`src/rtl/mem_access_stage.sv`:
```
// MEM pipeline stage: runs loads/stores on a req/ack data port with wait states,
// aligns load data, resolves branches and stalls upstream while an access is open.
module mem_access_stage #(
  parameter int ACK_TIMEOUT = 255,
  parameter int TO_W        = 8
) (
  input  logic        clk,
  input  logic        rst,
  input  logic        valid_in,
  input  logic [1:0]  crt_wb_in,
  input  logic [2:0]  crt_mem_in,
  input  logic [2:0]  funct3_in,
  input  logic [31:0] pc_in,
  input  logic        zero_in,
  input  logic [31:0] alu_result_in,
  input  logic [31:0] dato_b_in,
  input  logic [4:0]  rd_in,
  output logic        stall_out,
  output logic        dmem_req,
  output logic        dmem_we,
  output logic [31:0] dmem_addr,
  output logic [3:0]  dmem_be,
  output logic [31:0] dmem_wdata,
  input  logic        dmem_ack,
  input  logic [31:0] dmem_rdata,
  output logic        valid_out,
  output logic [1:0]  crt_wb_out,
  output logic [31:0] read_data_out,
  output logic [31:0] alu_result_out,
  output logic [4:0]  rd_out,
  output logic        branch_taken_out,
  output logic [31:0] branch_target_out,
  output logic        fault_out
);
  typedef enum logic {IDLE, BUSY} state_t;
  localparam logic [TO_W-1:0] TO_LAST = TO_W'(ACK_TIMEOUT - 1);

  state_t          state;
  logic [TO_W-1:0] cnt;
  logic [1:0]      cap_wb;
  logic [31:0]     cap_alu;
  logic [4:0]      cap_rd;
  logic [2:0]      cap_f3;
  logic            cap_st;

  logic        mem_op, is_st, f3_ok, misal, bad, go, timeout_hit, br_now;
  logic [1:0]  sz;
  logic [3:0]  be_n;
  logic [31:0] wdata_n, lane, ld;

  assign sz     = funct3_in[1:0];
  assign mem_op = valid_in & (crt_mem_in[1] | crt_mem_in[0]);
  assign is_st  = crt_mem_in[0];
  assign br_now = valid_in & crt_mem_in[2] & zero_in;

  always_comb begin
    if (is_st) f3_ok = ~funct3_in[2] & (sz != 2'b11);
    else       f3_ok = (sz != 2'b11) & ~(funct3_in[2] & (sz == 2'b10));
    misal = ((sz == 2'b01) & alu_result_in[0]) |
            ((sz == 2'b10) & (alu_result_in[1:0] != 2'b00));
  end

  assign bad = mem_op & (~f3_ok | misal);
  assign go  = mem_op & ~bad;

  always_comb begin
    case (sz)
      2'b00: begin
        be_n    = 4'b0001 << alu_result_in[1:0];
        wdata_n = {4{dato_b_in[7:0]}};
      end
      2'b01: begin
        be_n    = 4'b0011 << {alu_result_in[1], 1'b0};
        wdata_n = {2{dato_b_in[15:0]}};
      end
      default: begin
        be_n    = 4'b1111;
        wdata_n = dato_b_in;
      end
    endcase
  end

  // Lane extraction uses the offset/size captured at accept time.
  always_comb begin
    lane = dmem_rdata >> {cap_alu[1:0], 3'b000};
    case (cap_f3[1:0])
      2'b00:   ld = {{24{~cap_f3[2] & lane[7]}}, lane[7:0]};
      2'b01:   ld = {{16{~cap_f3[2] & lane[15]}}, lane[15:0]};
      default: ld = lane;
    endcase
  end

  assign timeout_hit = (state == BUSY) & ~dmem_ack & (ACK_TIMEOUT != 0) & (cnt == TO_LAST);

  // Gated by reset so upstream is released the moment reset lands mid-access.
  assign stall_out = rst & (((state == IDLE) & go) |
                            ((state == BUSY) & ~dmem_ack & ~timeout_hit));

  always_ff @(posedge clk or negedge rst) begin
    if (!rst) begin
      state             <= IDLE;
      cnt               <= '0;
      cap_wb            <= '0;
      cap_alu           <= '0;
      cap_rd            <= '0;
      cap_f3            <= '0;
      cap_st            <= 1'b0;
      dmem_req          <= 1'b0;
      dmem_we           <= 1'b0;
      dmem_addr         <= '0;
      dmem_be           <= '0;
      dmem_wdata        <= '0;
      valid_out         <= 1'b0;
      crt_wb_out        <= '0;
      read_data_out     <= '0;
      alu_result_out    <= '0;
      rd_out            <= '0;
      branch_taken_out  <= 1'b0;
      branch_target_out <= '0;
      fault_out         <= 1'b0;
    end else begin
      valid_out        <= 1'b0;
      fault_out        <= 1'b0;
      branch_taken_out <= 1'b0;
      case (state)
        IDLE: begin
          if (go) begin
            state      <= BUSY;
            cnt        <= '0;
            dmem_req   <= 1'b1;
            dmem_we    <= is_st;
            dmem_addr  <= {alu_result_in[31:2], 2'b00};
            dmem_be    <= be_n;
            dmem_wdata <= wdata_n;
            cap_wb     <= crt_wb_in;
            cap_alu    <= alu_result_in;
            cap_rd     <= rd_in;
            cap_f3     <= funct3_in;
            cap_st     <= is_st;
          end else begin
            valid_out         <= valid_in;
            crt_wb_out        <= bad ? 2'b00 : crt_wb_in;
            fault_out         <= bad;
            read_data_out     <= '0;
            alu_result_out    <= alu_result_in;
            rd_out            <= rd_in;
            branch_taken_out  <= br_now;
            branch_target_out <= pc_in;
          end
        end
        BUSY: begin
          if (dmem_ack || timeout_hit) begin
            // Upstream is held through this cycle, so live branch inputs still belong to this op.
            state             <= IDLE;
            dmem_req          <= 1'b0;
            valid_out         <= 1'b1;
            crt_wb_out        <= dmem_ack ? cap_wb : 2'b00;
            fault_out         <= ~dmem_ack;
            read_data_out     <= (dmem_ack & ~cap_st) ? ld : 32'd0;
            alu_result_out    <= cap_alu;
            rd_out            <= cap_rd;
            branch_taken_out  <= br_now;
            branch_target_out <= pc_in;
          end else begin
            cnt <= cnt + 1'b1;
          end
        end
        default: state <= IDLE;
      endcase
    end
  end
endmodule

```
`config.mk`:
```
export PLATFORM = sky130hd
export DESIGN_NAME = mem_access_stage
export DESIGN_NICKNAME = d
export VERILOG_FILES = /design/src/rtl/mem_access_stage.sv
export SDC_FILE = /design/constraint.sdc
export NUM_CORES = 1
export LEC_CHECK = 0
export CORE_ASPECT_RATIO = 1.1
export CORE_UTILIZATION = 49
export CTS_CLUSTER_DIAMETER = 80
export DETAILED_ROUTE_END_ITERATION = 8
export GPL_TIMING_DRIVEN = 0
export PLACE_DENSITY = 0.94
export SYNTH_ARGS = -nofsm -noshare
export SYNTH_HDL_FRONTEND = slang
export SYNTH_SLANG_ARGS = --single-unit
```
`constraint.sdc`:
```
create_clock -name clk -period 4.8 [get_ports clk]
set_input_delay 0.96 -clock clk [delete_from_list [all_inputs] [get_ports clk]]
set_output_delay 0.96 -clock clk [all_outputs]
set_load 0.01 [all_outputs]
```
==> results.toml <==
[status]
outcome = "completed"

[power_and_ir_drop]
p_leak_nw = 5.70
power.density_nw_per_um2 = 403
vdd_drop_max_mv = 0.270

[min_path]
hp-class = "in -> async"

[synth]
syn_inst = 846
yosysTopAreaCell = "dfrtp_1"
synthXorXnorAreaFrac_pct = 0.393
muxShareOfSynthArea_pct = 14.1
async_reset_ff_share_pct = 100
synth_seq_cells = 195
synth_top_area_share_pct = 54.8
synthFlopType = "dfrtp_1"
ys_seq_area_share_pct = 54.8
synth_top_family_by_area = "multiplexers"
synth_edf_count = 0
yosysWarnings = 0
avgSynthCellArea_um2 = 10.5
synth_top_cells_by_area = "dfrtp_1 55%, mux2i_1 8.4%, nand2_1 7.5%"
synth_simple_gate_area_share_pct = 10.9
syn_area_um2 = 8910
synth_compound_area_share_pct = 13.6
synth-adder-area-share_pct = 0.281
synth.distinct_cells = 48

[global_route]
gr-usage-met2_pct = 51.4
grt_max_degree = 128
overflow = 0
use_met3_pct = 7.30
grt_use_met1_pct = 34.6
grt_pass1_wl_mm = 42.6
track_usage_pct = 30.0
grt_pass1_vias = 8168
busiest_layer = "met2"
antenna_found_initial = 0

[clock_tree]
cts.sink_count = 195
cts_buffers = 17
htree_levels = 4
clk_pin_slew_ps = 80
cts_buffer_depth = 2
cts_root_buf = "clkbuf_16"
cts_tree = "done"
hold_buffers = 0
clk_latency_ps = 440

[timing]
setup_viol = 0
fin_crit_ps = 4650
maxSlewHeadroom_pct = 28.4
drv_slew = 0
finClkSkew_ps = 12.3
hold_ws_ps = 461
period_share_pct = 96.9
timing.final.ws_setup_ps = 149
tightest_slew_ps = 1060
fmax_mhz = 215
tns_ps = 0
finalHoldViolCount = 0
rsz0062_at_grt = "false"

[placed_design]
port_buffers = 318
dp_cells = 1404
place_congestion = 0.916
dp_worst_setup_slack_ps = -69.1
place_hpwl_mm = 20.1

[setup_path]
worst_ep_arrival_time_ps = 3690
worstPathMaxFanout = 10
worst_setup_path_start_kind = "primary input"
worst_setup_path_end_kind = "primary output"
required_ps = 3840
path_class = "in -> out"

[final_layout]
drive_gt1_share_pct = 10.9
final_cell_mix = "317 x clkdlybuf4s50_1, 195 x dfrtp_1, 179 x nand2_1"
num-fill-cells = 1212
diodes = 0
synthToLayoutAreaGrowth_pct = 46.5
stdcell_count = 1437
nets = 1334
final_common_cell = "clkdlybuf4s50_1"

[detailed_routing]
viasPerCell = 5.49
first_iter_violations = 545
wl_mm = 27.9
dr.pass1.iters = 7
route.detailed.drc = 0
ant_nets = 0
wl_per_cell_um = 19.4
vias = 7892

[die]
core-area_um2 = 17700
io_pins = 323
die_area_um2 = 18700
initial_core_util_pct = 50.2
die_x_um = 131
num_rows = 51
fp.dieH_um = 143

[job]
cap_violations = 0
[state kept, by name, summed over array words and instances, names as in the netlist, 2 cells and up]
| register | count |
|---|---|
| cap_f3 | 3 |
| branch_target_out | 32 |
| cap_alu | 32 |
| dmem_be | 4 |
| cap_wb | 2 |
| alu_result_out | 32 |
| crt_wb_out | 2 |
| cnt | 8 |
| read_data_out | 32 |
| dmem_wdata | 32 |
| rd_out | 5 |
| cap_rd | 5 |
[routing by layer]
| metal | routed length (um) | up-vias | part of all wire (%) |
|---|---|---|---|
| met2 | 14000 | 351 | 50 |
| met3 | 2030 | 92 | 7.3 |
| met5 | 0 | - | 0 |
| met4 | 1250 | 0 | 4.5 |
| li1 | - | 3603 | - |
| met1 | 10700 | 3846 | 38 |
[timing repair]
item	4_1_cts	5_1_grt
pin swaps	1	1
setup endpoints to repair	1	1
endpoints found under the hold margin	0	0
gates resized for setup	2	0
buffers inserted	1	0
[synthesized netlist by cell type (5+ instances only)]
cell type and n:
a21oi_1 102, a221o_1 16, a31oi_1 5, buf_1 11, buf_2 7, buf_4 36
clkbuf_1 34, dfrtp_1 195, mux2_2 43, mux2i_1 75, nand2_1 179, nand3_1 7
nor2_1 25, o21ai_0 34, o2bb2ai_1 22
[report_power, final]
group / total (mW) / switching (mW) / internal (mW)
sequential: 2.14 / 0.204 / 1.94
clock: 1.46 / 0.671 / 0.784
combinational: 1.66 / 0.747 / 0.909
total: 5.25 / 1.62 / 3.63
[cells by family after synthesis]
kind of cell               count (synthesis)
AOI/OAI and AO/OA                        196
xor gates and xnor gates                   4
adders and majority gates                  2
buffers and inverters                     96
DFF                                      195
muxes                                    119
other                                      1
and+or+nand+nor                          233
[critical path, cell delays in order]
cell and delay [ps]:
clkdlybuf4s50_1 610, a221oi_4 460, o211ai_4 210, and2_1 200, buf_2 150, inv_2 80, buf_6 170, buf_6 170
and2_1 140, clkdlybuf4s50_1 540
[area by class of cell]
type | count | area, um^2 | area share [%]
multi-input cells | 556 | 3530 | 27.0
clock buffers | 18 | 429 | 3.29
plain buffers | 91 | 508 | 3.89
flip-flops and latches | 195 | 4880 | 37.4
inverters | 5 | 18.8 | 0.144
clock inverters | 14 | 165 | 1.27
repair buffers | 320 | 3220 | 24.7
well taps | 238 | 298 | 2.28
[final timing paths]
path	from	end	slack (ps)	cells after the start
setup / recovery	alu_result_in[0]	stall_out	150	10
hold / removal	rst	dmem_wdata[18]$_DFFE_PN0P_	460	1
setup reg to reg	state$_DFF_PN0_	read_data_out[28]$_DFFE_PN0N_	2090	5
hold reg to reg	cap_rd[0]$_DFFE_PN0P_	cap_rd[0]$_DFFE_PN0P_	480	2
max in group asynchronous	rst	alu_result_out[14]$_DFFE_PN0N_	3300	2
min in group clk	cap_rd[0]$_DFFE_PN0P_	cap_rd[0]$_DFFE_PN0P_	480	2
[through the flow]
stage	util (%)	instance area, um^2	total power [mW]
2_1_floorplan	-	8910	2.89
3_3_place_gp	69.9	12400	3.74
3_5_place_dp	70.1	12400	3.81
4_1_cts	73.6	13000	5.27
5_1_grt	73.6	13000	5.49
6_report	73.6	13000	5.25
(Power assumes the default switching activity.)
